===== config.mk =====
export PLATFORM = sky130hd
export DESIGN_NAME = serial2parallel_flat
export DESIGN_NICKNAME = d
export VERILOG_FILES = /design/src/rtl/serial2parallel_if.sv /design/src/rtl/serial2parallel.sv /design/src/flat_wrapper.sv
export SDC_FILE = /design/constraint.sdc
export NUM_CORES = 1
export LEC_CHECK = 0
export ABC_CLOCK_PERIOD_IN_PS = 5000
export BUFFER_PORTS_ARGS = -buffer_cell sky130_fd_sc_hd__buf_2
export CORE_MARGIN = 5
export CORE_UTILIZATION = 40
export DETAILED_ROUTE_END_ITERATION = 7
export GPL_ROUTABILITY_DRIVEN = 0
export SETUP_SLACK_MARGIN = 0.02
export SLEW_MARGIN = 10
export SYNTH_ARGS = -nofsm -noshare
export SYNTH_HDL_FRONTEND = slang
export SYNTH_SLANG_ARGS = --single-unit
export TNS_END_PERCENT = 10

===== constraint.sdc =====
create_clock -name clk -period 5 [get_ports clk]
set_input_delay 1 -clock clk [delete_from_list [all_inputs] [get_ports clk]]
set_output_delay 1 -clock clk [all_outputs]
set_load 0.005 [all_outputs]

===== src/rtl/serial2parallel_if.sv =====
// rtl/serial2parallel_if.sv - framed serial input and parallel valid/ready output bundle
interface serial2parallel_if #(
    parameter int WIDTH = 8
);
    logic             sin_d;
    logic             sin_start;
    logic             sin_end;
    logic [WIDTH-1:0] dout;
    logic             dout_valid;
    logic             dout_ready;
    logic             busy;
    logic             frame_err;
    logic             overrun;

    modport master (
        output sin_d, sin_start, sin_end, dout_ready,
        input  dout, dout_valid, busy, frame_err, overrun
    );

    modport slave (
        input  sin_d, sin_start, sin_end, dout_ready,
        output dout, dout_valid, busy, frame_err, overrun
    );
endinterface


===== src/rtl/serial2parallel.sv =====
// rtl/serial2parallel.sv - LSB-first framed serial-to-parallel receiver with output register
module serial2parallel #(
    parameter int WIDTH = 8
) (
    input  logic             clk,
    input  logic             rst_n,
    serial2parallel_if.slave s2p
);
    localparam int CW = $clog2(WIDTH) + 1;
    localparam int IW = $clog2(WIDTH);

    typedef enum logic {IDLE, RECV} state_t;

    state_t           state, state_n;
    logic [CW-1:0]    cnt, cnt_n;
    logic [WIDTH-1:0] shreg, shreg_n;
    logic [WIDTH-1:0] word;
    logic [WIDTH-1:0] dout_r, dout_n;
    logic             valid_r, valid_n;
    logic             ferr_r, ferr_n;
    logic             ovr_r, ovr_n;
    logic             done;
    logic             out_free;

    always_ff @(posedge clk or negedge rst_n) begin
        if (!rst_n) begin
            state   <= IDLE;
            cnt     <= '0;
            shreg   <= '0;
            dout_r  <= '0;
            valid_r <= 1'b0;
            ferr_r  <= 1'b0;
            ovr_r   <= 1'b0;
        end else begin
            state   <= state_n;
            cnt     <= cnt_n;
            shreg   <= shreg_n;
            dout_r  <= dout_n;
            valid_r <= valid_n;
            ferr_r  <= ferr_n;
            ovr_r   <= ovr_n;
        end
    end

    always_comb begin
        state_n = state;
        cnt_n   = cnt;
        shreg_n = shreg;
        ferr_n  = 1'b0;
        done    = 1'b0;
        word    = shreg;
        word[WIDTH-1] = s2p.sin_d;

        case (state)
            IDLE: begin
                if (s2p.sin_end) begin
                    ferr_n = 1'b1;
                end else if (s2p.sin_start) begin
                    shreg_n    = '0;
                    shreg_n[0] = s2p.sin_d;
                    cnt_n      = CW'(1);
                    state_n    = RECV;
                end
            end
            RECV: begin
                if (s2p.sin_start) begin
                    // Abort: a fresh start bit always wins over the frame in flight
                    ferr_n  = 1'b1;
                    shreg_n = '0;
                    if (s2p.sin_end) begin
                        cnt_n   = '0;
                        state_n = IDLE;
                    end else begin
                        shreg_n[0] = s2p.sin_d;
                        cnt_n      = CW'(1);
                    end
                end else if (cnt == CW'(WIDTH - 1)) begin
                    if (s2p.sin_end) begin
                        done = 1'b1;
                    end else begin
                        ferr_n = 1'b1;
                    end
                    shreg_n = '0;
                    cnt_n   = '0;
                    state_n = IDLE;
                end else if (s2p.sin_end) begin
                    ferr_n  = 1'b1;
                    shreg_n = '0;
                    cnt_n   = '0;
                    state_n = IDLE;
                end else begin
                    shreg_n[cnt[IW-1:0]] = s2p.sin_d;
                    cnt_n = cnt + CW'(1);
                end
            end
            default: begin
                state_n = IDLE;
                cnt_n   = '0;
                shreg_n = '0;
            end
        endcase
    end

    // Output register is free when empty or being drained on this same edge
    always_comb begin
        out_free = !valid_r || s2p.dout_ready;
        dout_n   = dout_r;
        valid_n  = valid_r && !s2p.dout_ready;
        ovr_n    = 1'b0;
        if (done) begin
            if (out_free) begin
                dout_n  = word;
                valid_n = 1'b1;
            end else begin
                ovr_n = 1'b1;
            end
        end
    end

    assign s2p.dout       = dout_r;
    assign s2p.dout_valid = valid_r;
    assign s2p.busy       = (state == RECV);
    assign s2p.frame_err  = ferr_r;
    assign s2p.overrun    = ovr_r;
endmodule


===== src/flat_wrapper.sv =====
// flat-port wrapper written by rule: the top's interface ports become plain ports
module serial2parallel_flat 
#(
    parameter int WIDTH = 8
)
  (clk, rst_n, s2p_sin_d, s2p_sin_start, s2p_sin_end, s2p_dout_ready, s2p_dout, s2p_dout_valid, s2p_busy, s2p_frame_err, s2p_overrun);
  serial2parallel_if #(.WIDTH(WIDTH)) s2p_i ();
  input  logic clk;
  input  logic rst_n;
  input wire logic [$bits(s2p_i.sin_d)-1:0] s2p_sin_d;
  input wire logic [$bits(s2p_i.sin_start)-1:0] s2p_sin_start;
  input wire logic [$bits(s2p_i.sin_end)-1:0] s2p_sin_end;
  input wire logic [$bits(s2p_i.dout_ready)-1:0] s2p_dout_ready;
  output wire logic [$bits(s2p_i.dout)-1:0] s2p_dout;
  output wire logic [$bits(s2p_i.dout_valid)-1:0] s2p_dout_valid;
  output wire logic [$bits(s2p_i.busy)-1:0] s2p_busy;
  output wire logic [$bits(s2p_i.frame_err)-1:0] s2p_frame_err;
  output wire logic [$bits(s2p_i.overrun)-1:0] s2p_overrun;
  assign s2p_i.sin_d = s2p_sin_d;
  assign s2p_i.sin_start = s2p_sin_start;
  assign s2p_i.sin_end = s2p_sin_end;
  assign s2p_i.dout_ready = s2p_dout_ready;
  assign s2p_dout = s2p_i.dout;
  assign s2p_dout_valid = s2p_i.dout_valid;
  assign s2p_busy = s2p_i.busy;
  assign s2p_frame_err = s2p_i.frame_err;
  assign s2p_overrun = s2p_i.overrun;
  serial2parallel #(.WIDTH(WIDTH)) u_core (.clk(clk), .rst_n(rst_n), .s2p(s2p_i));
endmodule

* After elaboration in Yosys (flattened, before gate mapping) *
Index checks and enable logic that the tools add are counted.

storage, ports and cells
  bits in registers = 24
  latch bits = 0
  bits in writable memories = 0
  memory bits (read-only) = 0
  input port bits = 6
  output and inout bits = 12
  memories = 0

cells by class
  add/subtract/negate cells = 1
  multiply operators = 0
  divide/modulo/power cells = 0
  order comparisons = 2
  equality and inequality tests = 3
  shift-type cells = 0
  muxes and demuxes = 34
  bitwise gates (word level) = 1
  reduce and logical (&&, ||, !) cells = 7

operators by type and width
  operator                                                    number
  two-way mux 8 bit                                           5
  two-way mux 4 bit                                           5
  two-way mux 1 bit                                           18
  one-hot mux 8 bit (2 select lines)                          1
  bitwise mux 8 bit                                           1
  one-hot mux 4 bit (2 select lines)                          1
  adder 4 x 1 -> 4 bit, second input constant                 1
  equality test 4 x 3 -> 1 bit, second input constant         1
  less-than comparator 3 x 4 -> 1 bit, second input constant  1
  != test 2 bit, second input constant                        2
  one-hot mux 1 bit (2 select lines)                          2
  AND reduction 2 bit                                         2
  demux 1 bit (select 3 bit)                                  1
  >= comparator 3 x 1 -> 1 bit, second input constant         1
  logical AND 1 bit                                           2
  zero test 1 bit                                             2
  logical OR 1 bit                                            1
  inverter 1 bit                                              1

* Longest topological paths before layout *
Gate-level depths: netlist of the first run.

  depth in word-level cells = 9
  gate-level depth with buffers = 7
  gate-level depth less buffers = 6

* Least setup slack after synthesis of the first run *
OpenSTA, ideal clock, no wires.

  path kind = input to register
  start point = input s2p_dout_ready
  end point = register u_core.dout_r[0] (netlist: u_core.s2p.dout[0])
  library setup time = 0.125 ns
  data arrival time = 1.754 ns
  required time = 4.875 ns
  path slack = 3.121 ns
  stages = 4
  cell sequence = nand2b_1 -> and3_1 -> buf_6 -> mux2_4

on the way
  word-level cells in the longest chain between the ends = 2

ends and longest elaborated chain
  item                           RTL line                source
  start: declaration             flat_wrapper.sv:13      input wire logic [$bits(s2p_i.dout_ready)-1:0] s2p_dout_ready;
  logical OR 1 bit               serial2parallel.sv:106  out_free = !valid_r || s2p.dout_ready;
  AND reduction 2 bit (no line)  n/a
  end signal: assignment         serial2parallel.sv:38   dout_r <= dout_n;
  end: declaration               serial2parallel.sv:18   logic [WIDTH-1:0] dout_r, dout_n;

Every way passes these cells.
A chain may end at the register's enable or synchronous reset.

* Final worst setup path of the first run *
  start point = register u_core.state (netlist: u_core.s2p.busy)
  end point = output s2p_busy

RTL lines
  item                      RTL line               source
  start: declaration        serial2parallel.sv:14  state_t state, state_n;
  start signal: assignment  serial2parallel.sv:35  state <= state_n;
  end: declaration          flat_wrapper.sv:16     output wire logic [$bits(s2p_i.busy)-1:0] s2p_busy;

No word-level cell between the ends.

==> results of run 1 <==
## logic make-up (layout without fill, tap and decap cells)
kind of cell | Yosys count | after routing
flops | 23 | 23
simple gates | 20 | 20
mux | 14 | 14
compound gates | 27 | 27
fa+ha+maj | 3 | 3
buf+inv | 13 | 28
## worst max path at each step
stage               startpoint            endpoint  slack (ns)  depth (start not counted)
2_1_floorplan   s2p_dout_ready  u_core.s2p.dout[0]        3.12                          4
3_3_place_gp       s2p_sin_end  u_core.s2p.dout[2]        2.74                          4
3_5_place_dp       s2p_sin_end  u_core.s2p.dout[1]        2.69                          4
4_1_cts        u_core.s2p.busy            s2p_busy        2.77                          1
5_1_grt        u_core.s2p.busy            s2p_busy        2.69                          1
6_report       u_core.s2p.busy            s2p_busy        2.78                          1
## cell type report
type | instances | area share, %
well taps | 31 | 3.01
flip-flops and latches | 23 | 44.7
multi-input cells | 64 | 41.6
clock buffers | 3 | 1.75
inverters | 7 | 2.04
clock inverters | 1 | 0.388
repair buffers | 17 | 6.60
## cell usage in the layout, fill, tap and decap left out, types with 3 or more instances in the layout
cell type	instances
dfrtp_1	23
buf_2	17
o211ai_1	11
mux2_4	8
inv_1	7
mux2i_1	6
nor2b_1	4
nand2b_1	3
a21oi_1	3
a31oi_1	3
ha_1	3
clkbuf_4	3
## per-stage QoR
| step | util (%) | area, um^2 | total power [mW] |
|---|---|---|---|
| after floorplan | - | 1180 | 0.244 |
| after CTS | 45.9 | 1290 | 0.350 |
| after global placement | 45.0 | 1260 | 0.258 |
| after global routing | 45.9 | 1290 | 0.369 |
| after detailed placement | 45.0 | 1260 | 0.259 |
| final | 45.9 | 1290 | 0.347 |
## power breakdown
group / total, mW / switching (mW) / internal [mW] / leakage [nW]
Combinational: 0.0478 / 0.0284 / 0.0194 / 0.326
Sequential: 0.208 / 0.0141 / 0.194 / 0.312
Clock: 0.0914 / 0.0614 / 0.0300 / 0.0177
## sequential cells by signal, summed over array words and instances, names as in the netlist
name                   count
u_core.cnt                 4
u_core.shreg               7
u_core.s2p.overrun         1
u_core.s2p.dout_valid      1
u_core.s2p.frame_err       1
u_core.s2p.dout            8
u_core.s2p.busy            1
## routing by layer
metal / GRT usage [%] / up-vias
met3: 4.20 / 6
li1: - / 399
met5: 0 / -
met4: 4.49 / 0
met2: 18.3 / 31
met1: 15.9 / 389
==> results.yml, run 1 <==
synthesis:
  yosys.area_share.simple_pct: 10.7
  yosysTopAreaCell: "dfrtp_1"
  synth_edf_count: 0
  netlist_instances: 100
  synth-seq-cells: 23
  synthesis.area_um2: 1180
  synth_common_cells: "23 x dfrtp_1, 11 x o211ai_1, 8 x mux2_4, 7 x inv_1, 6 x mux2i_1"
  synth_compound_area_share_pct: 16.2
  synth_fa_ha_area_share_pct: 3.18
  synth_top_area_share_pct: 48.7
  yosys_warnings: 0
  synthFlopType: "dfrtp_1"
  ys_seq_area_share_pct: 48.7
  synth_top_family_by_area: "compound AO/OA/AOI/OAI gates"
  yosysMostFrequentCell: "dfrtp_1"
  synth_fp_nets: 109
  synth_xor_area_share_pct: 0
  synth.area.top_cells: "dfrtp_1 49%, mux2_4 10%, o211ai_1 7.0%, mux2i_1 5.1%, ha_1 3.2%"
  syn_avg_cell_area_um2: 11.8
  async_reset_ff_share_pct: 100
  synth_cell_type_count: 30
  muxShareOfSynthArea_pct: 15.3
clocking:
  clock_latency_ns: 0.32
  cts_root_buf: "clkbuf_4"
  cts_hold_buf: 0
  cts_sinks: 23
  cts_buffers: 3
  cts_resized: 0
  clkTransAtPathRegs_ns: 0.13
  cts_setup_buffers: 0
  cts_tree: "yes"
  cts.path.max_buffers: 2
  cts_max_level: 1
setup_path:
  critPathTopFamily: "flip-flops"
  worst_ep_required_time_ns: 4.00
  r2r_end: "u_core.s2p.dout[1]"
  r2r_cells: 6
  path_cells: "buf_2"
  critPathMaxStageDelay_ns: 0.69
  critPathArrivalTime_ns: 1.22
  rrSetupSlack_ns: 2.86
  path_class: "register to primary output"
  slowest_stage: "dfrtp_1"
  cp_num_buf_inv: 1
  rr_startpoint: "u_core.cnt[1]"
  path_max_fanout: 19
  crit_path_start_kind: "register"
  endpoint_kind: "primary output"
route:
  firstDrtPassIters: 4
  wl_per_cell_um: 15.5
  viasPerCell: 5.65
  m1WireLength_um: 1080
  vias: 825
  wl_um: 2260
  met3_length_um: 152
  final_antenna_net_count: 0
  first_iter_violations: 57
  wl_met2_um: 973
  route.detailed.drc: 0
  top_layer: "met4"
global_routing:
  overflow: 0
  grt_pass1_wl_um: 3950
  track_usage_pct: 12.1
  grt_pass1_vias: 826
  grt_start_max_net_pins: 24
  antenna_found_initial: 0
place:
  place_inst: 142
  preCtsSetupSlack_ns: 2.69
  place_hpwl_um: 1580
  portBuffers: 17
die:
  start_util_pct: 42.1
  coreArea_um2: 2810
  die_h_um: 64.3
  num_rows: 19
  die_w_um: 64.3
  io_pins: 18
  dieArea_um2: 4140
worst_hold_path:
  hold_depth: 1
  min_to: "u_core.s2p.dout[7]"
  hold_class: "register to register"
  min_from: "u_core.s2p.dout[7]"
cells_and_area:
  area_delta_synth_final_pct: 9.11
  fin_nets: 125
  regArea_um2: 576
  drive_above_1_share_pct: 27.0
  final_cell_count_no_fill: 146
  n_fill_cell: 266
  diodes: 0
  multiInputGateArea_um2: 536
run:
  drv_cap: 0
pwr:
  p_leak_nw: 0.657
  power_density_nw_per_um2: 270
  vdd_drop_max_mv: 0.232
timing:
  setup_viol_count_final: 0
  fmax_mhz: 451
  tns_ns: 0
  min_period_ns: 2.22
  finalCritPeriodShare_pct: 44.3
  fin_ws_ns: 2.78
  clock_skew_ns: 0.000738
  maxSlewViolCount: 0
  max_slew.worst_pin.slew_ns: 0.510
  final_hold_viol_count: 0
  fin_hold_ws_ns: 0.521
  slew_headroom_pct: 66.0
  rsz0062_at_grt: "no"
outcome:
  status: "completed"
(Power assumes the default switching activity.)
==> run 2: changes to the inputs <==
--- a/config.mk
+++ b/config.mk
@@ -5,7 +5,8 @@
 export SDC_FILE = /design/constraint.sdc
 export NUM_CORES = 1
 export LEC_CHECK = 0
-export ABC_CLOCK_PERIOD_IN_PS = 5000
+export ABC_AREA = 1
+export ABC_CLOCK_PERIOD_IN_PS = 1960
 export BUFFER_PORTS_ARGS = -buffer_cell sky130_fd_sc_hd__buf_2
 export CORE_MARGIN = 5
 export CORE_UTILIZATION = 40
==> constraint.sdc (replaced) <==
create_clock -name clk -period 1.96 [get_ports clk]
set_input_delay 0.392 -clock clk [delete_from_list [all_inputs] [get_ports clk]]
set_output_delay 0.392 -clock clk [all_outputs]
set_load 0.005 [all_outputs]
==> results.yml, run 2 <==
synthesis:
  synth_compound_area_share_pct: 9.09
  netlist_instances: 139
  muxShareOfSynthArea_pct: 0
  syn_avg_cell_area_um2: 8.42
  synth_top_family_by_area: "simple AND/OR/NAND/NOR gates"
  synthesis.area_um2: 1170
  synth-seq-cells: 23
  synth_fp_nets: 148
  synth_edf_count: 0
  yosysMostFrequentCell: "nand2_1"
  synth.area.top_cells: "dfrtp_1 49%, nand2_1 13%, nand3_1 7.7%, inv_1 6.1%, o21ai_2 6.0%"
  ys_seq_area_share_pct: 49.2
  yosys_warnings: 0
  synth_top_area_share_pct: 49.2
  yosysTopAreaCell: "dfrtp_1"
  synthFlopType: "dfrtp_1"
  async_reset_ff_share_pct: 100
  yosys.area_share.simple_pct: 28.8
  synth_common_cells: "41 x nand2_1, 23 x dfrtp_1, 19 x inv_1, 18 x nand3_1"
  synth_fa_ha_area_share_pct: 3.21
  synth_cell_type_count: 19
  synth_xor_area_share_pct: 0.749
die:
  io_pins: 18
  die_w_um: 64.1
  dieArea_um2: 4110
  start_util_pct: 42.1
  num_rows: 19
  die_h_um: 64.1
  coreArea_um2: 2780
global_routing:
  grt_pass1_wl_um: 3500
  track_usage_pct: 10.5
  overflow: 0
  grt_pass1_vias: 774
  grt_start_max_net_pins: 24
  antenna_found_initial: 0
clocking:
  cts_hold_buf: 0
  clkTransAtPathRegs_ns: 0.13
  cts_resized: 0
  cts_max_level: 1
  cts_setup_buffers: 0
  cts.path.max_buffers: 2
  cts_sinks: 23
  clock_latency_ns: 0.31
  cts_root_buf: "clkbuf_4"
  cts_tree: "yes"
  cts_buffers: 3
route:
  final_antenna_net_count: 0
  wl_per_cell_um: 10.6
  viasPerCell: 4.62
  firstDrtPassIters: 4
  wl_um: 1990
  first_iter_violations: 23
  route.detailed.drc: 0
  vias: 869
cells_and_area:
  diodes: 0
  final_cell_mix: "41 x nand2_1, 23 x dfrtp_1, 19 x inv_1"
  final_cell_count_no_fill: 188
  largest_register_ffs: 8
  area_delta_synth_final_pct: 10.7
  fin_nets: 167
  drive_above_1_share_pct: 22.3
  final_common_cell: "nand2_1"
setup_path:
  path_cells: "ha_1 -> nand3_1 -> inv_1 -> ha_1 -> nand3_4 -> nand2_1 -> o21ai_2"
  crit_path_start_kind: "register"
  path_max_fanout: 16
  worst_ep_required_time_ns: 2.17
  critPathMostFrequentCell: "ha_1"
  critPathArrivalTime_ns: 1.90
  slowest_stage: "dfrtp_1"
  path_class: "register to register"
  endpoint_kind: "register"
  critPathMaxStageDelay_ns: 0.49
pwr:
  vdd_drop_max_mv: 0.353
  power_density_nw_per_um2: 634
  p_leak_nw: 0.680
timing:
  fin_ws_ns: 0.270
  finalCritPeriodShare_pct: 86.2
  rsz0062_at_grt: "no"
  slew_headroom_pct: 66.5
  final_hold_viol_count: 0
  min_period_ns: 1.69
  max_slew.worst_pin.slew_ns: 0.502
  maxSlewViolCount: 0
  fin_hold_ws_ns: 0.0255
  setup_viol_count_final: 0
  fmax_mhz: 592
  clock_skew_ns: 0.00602
  tns_ns: 0
worst_hold_path:
  hold_class: "input pin to async pin"
place:
  place_hpwl_um: 1520
  portBuffers: 17
  preCtsSetupSlack_ns: 0.319
  place_inst: 184
outcome:
  status: "completed"
run:
  drv_cap: 0
run 2: cell types whose count changed after synthesis, moves of 8 or more:
cell | before | now
inv_1 | 7 | 19
mux2_4 | 8 | 0
nand2_1 | 2 | 41
nand3_1 | 2 | 18
o211ai_1 | 11 | 1
o21ai_2 | 0 | 8
run 2: per-stage QoR:
step	cell area [um^2]	total power, mW	util [%]
CTS	1290	0.831	46.6
global route	1290	0.872	46.6
floorplan	1170	0.579	-
detailed placement	1270	0.611	45.6
global placement	1270	0.612	45.6
finish	1290	0.821	46.6
run 2: cells by family after synthesis:
logic type,Yosys count
AO/OA/AOI/OAI,14
buffers and inverters,24
flip-flops,23
XOR/XNOR,1
adder cells (fa/ha/maj),3
AND/OR/NAND/NOR,74
run 2: power breakdown:
part	internal, mW	leakage [nW]	switching [mW]
clock	0.0762	0.0177	0.144
sequential	0.488	0.312	0.0144
combinational	0.0298	0.350	0.0694
run 2: layout make-up:
| cell class | count | area [um^2] |
|---|---|---|
| Fill cell | 267 | 1490 |
| Sequential cell | 23 | 576 |
| Multi-Input combinational cell | 92 | 489 |
| Timing Repair Buffer | 17 | 85.1 |
| Inverter | 21 | 78.8 |
| Tap cell | 31 | 38.8 |
| Clock buffer | 3 | 22.5 |
| Clock inverter | 1 | 5.00 |
run 2: final timing paths:
kind                                         start            endpoint  slack [ns]  depth (start not counted)
worst max-delay path                 u_core.cnt[0]  u_core.s2p.dout[4]        0.27                          7
worst min-delay path                         rst_n     u_core.s2p.busy        0.03                          1
worst max register to register       u_core.cnt[0]  u_core.s2p.dout[4]        0.27                          7
worst min register to register  u_core.s2p.dout[0]  u_core.s2p.dout[0]        0.49                          2
max in group asynchronous                    rst_n  u_core.s2p.dout[6]        1.59                          1
min in group clk                         s2p_sin_d  u_core.s2p.dout[7]        0.37                          3
run 2: critical path, delay by kind of cell, from the launching register on:
kind            cells  cell delay (ns)
simple gates        3             0.51
flops               1             0.49
fa+ha+maj           2             0.43
buf+inv             1             0.10
compound gates      1             0.05
run 2: metal layers:
layer | GRT usage [%] | vias up | part of all wire [%] | wire [um]
met2 | 14.4 | 11 | 45 | 897
met1 | 15.7 | 380 | 51 | 1020
met3 | 2.10 | 2 | 3.1 | 62
met5 | 0 | - | 0 | 0
met4 | 4.68 | 0 | 0.80 | 16
li1 | - | 476 | - | -
==> run 3: changes to the inputs <==
--- a/config.mk
+++ b/config.mk
@@ -9,10 +9,12 @@
 export ABC_CLOCK_PERIOD_IN_PS = 1960
 export BUFFER_PORTS_ARGS = -buffer_cell sky130_fd_sc_hd__buf_2
 export CORE_MARGIN = 5
-export CORE_UTILIZATION = 40
+export CORE_UTILIZATION = 49
 export DETAILED_ROUTE_END_ITERATION = 7
 export GPL_ROUTABILITY_DRIVEN = 0
+export PLACE_DENSITY = 0.73
 export SETUP_SLACK_MARGIN = 0.02
+export SKIP_CTS_REPAIR_TIMING = 1
 export SLEW_MARGIN = 10
 export SYNTH_ARGS = -nofsm -noshare
 export SYNTH_HDL_FRONTEND = slang
==> results.yml, run 3 (synthesis gave the netlist of run 2 again) <==
outcome:
  status: "completed"
pwr:
  p_leak_nw: 0.677
  combPwrFrac_pct: 12.2
  pwr-share-clk_pct: 26.3
  swShare_pct: 27.1
  switching_power_mw: 0.222
  vdd_drop_max_mv: 0.337
  power_mw: 0.819
  intPower_mw: 0.597
  power_density_nw_per_um2: 635
  seqPwrFrac_pct: 61.4
cells_and_area:
  largest_register_ffs: 8
  final_util_pct: 57.2
  final_cell_mix: "41 x nand2_1, 23 x dfrtp_1, 19 x inv_1"
  diodes: 0
  final_cell_count_no_fill: 185
  stdcell_area_um2: 1290
  drive_above_1_share_pct: 21.7
  area_delta_synth_final_pct: 10.3
  final_common_cell: "nand2_1"
  fin_nets: 167
timing:
  fin_ws_ns: 0.263
  setup_viol_count_final: 0
  min_period_ns: 1.70
  final_hold_viol_count: 0
  tns_ns: 0
  max_slew.worst_pin.slew_ns: 0.497
  clock_skew_ns: 0.00742
  slew_headroom_pct: 66.9
  fin_hold_ws_ns: 0.0249
  fmax_mhz: 589
  maxSlewViolCount: 0
  rsz0062_at_grt: "no"
  finalCritPeriodShare_pct: 86.6
route:
  final_antenna_net_count: 0
  firstDrtPassIters: 5
  wl_per_cell_um: 11.0
  first_iter_violations: 42
  vias: 925
  wl_um: 2040
  viasPerCell: 5.00
  route.detailed.drc: 0
clocking:
  clkTransAtPathRegs_ns: 0.12
  cts_root_buf: "clkbuf_4"
  cts_sinks: 23
  clock_latency_ns: 0.31
  cts_tree: "yes"
  cts_buffers: 3
  cts.path.max_buffers: 2
  cts_max_level: 1
die:
  io_pins: 18
  coreArea_um2: 2250
  die_w_um: 58.9
  dieArea_um2: 3460
  start_util_pct: 51.9
  num_rows: 17
  die_h_um: 58.9
setup_path:
  critPathMostFrequentCell: "ha_1"
  endpoint_kind: "register"
  r2r_cells: 7
  rr_startpoint: "u_core.cnt[0]"
  crit_path_start_kind: "register"
  path_class: "register to register"
  worst_ep_required_time_ns: 2.16
  critPathArrivalTime_ns: 1.90
  rrSetupSlack_ns: 0.26
  path_cells: "ha_1 -> nand3_1 -> inv_1 -> ha_1 -> nand3_4 -> nand2_1 -> o21ai_2"
  path_max_fanout: 16
  r2r_end: "u_core.s2p.dout[5]"
  critPathMaxStageDelay_ns: 0.50
  slowest_stage: "dfrtp_1"
global_routing:
  track_usage_pct: 12.7
  antenna_found_initial: 0
  grt_pass1_wl_um: 3370
  overflow: 0
  grt_pass1_vias: 813
  grt_start_max_net_pins: 24
place:
  preCtsSetupSlack_ns: 0.291
  postPlaceCellArea_um2: 1260
  place_hpwl_um: 1550
  place_inst: 181
  portBuffers: 17
worst_hold_path:
  hold_class: "input pin to async pin"
run:
  drv_cap: 0
==> run 3: cell types whose count changed in the layout (fill, tap and decap cells not counted) <==
cell	previous run	this run
clkbuf_1	0	1
clkinv_2	1	0
==> run 3: worst max-delay path by stage <==
stage,start,end,slack (ns),depth (start not counted)
after floorplan,u_core.cnt[0],u_core.s2p.dout[3],0.45,8
after global placement,u_core.cnt[0],u_core.s2p.dout[4],0.37,7
after detailed placement,u_core.cnt[0],u_core.shreg[4],0.29,7
after CTS,u_core.cnt[0],u_core.shreg[4],0.25,7
after global routing,u_core.cnt[0],u_core.s2p.dout[4],0.11,7
final,u_core.cnt[0],u_core.s2p.dout[5],0.26,7
==> run 3: worst max-delay path: cells and delay by family, from the launching register on <==
family	cells	cell delay, ns
buffers and inverters	1	0.09
adder cells (fa/ha/maj)	2	0.44
flip-flops	1	0.50
AND/OR/NAND/NOR	3	0.50
AO/OA/AOI/OAI	1	0.06
==> run 3: area by class of cell <==
class / count / area [um^2]
Fill cell: 200 / 965
Multi-Input combinational cell: 92 / 489
Timing Repair Buffer: 17 / 85.1
Sequential cell: 23 / 576
Inverter: 21 / 78.8
Clock buffer: 4 / 26.3
Tap cell: 28 / 35.0
==> run 3: power by group through the flow <==
stage | clock, mW | combinational, mW | sequential [mW]
detailed placement | 0 | 0.102 | 0.512
finish | 0.216 | 0.100 | 0.503
floorplan | 0 | 0.0704 | 0.508
CTS | 0.224 | 0.102 | 0.503
global placement | 0 | 0.0996 | 0.511
global route | 0.249 | 0.114 | 0.506
==> run 3: layer usage <==
layer / GRT usage (%) / up-vias / share of wire, % / wire length, um
li1: - / 477 / - / -
met1: 15.1 / 429 / 49 / 995
met2: 21.8 / 14 / 46 / 949
met3: 2.63 / 5 / 3.0 / 61
met4: 5.83 / 0 / 1.8 / 37
met5: 0 / - / 0 / 0
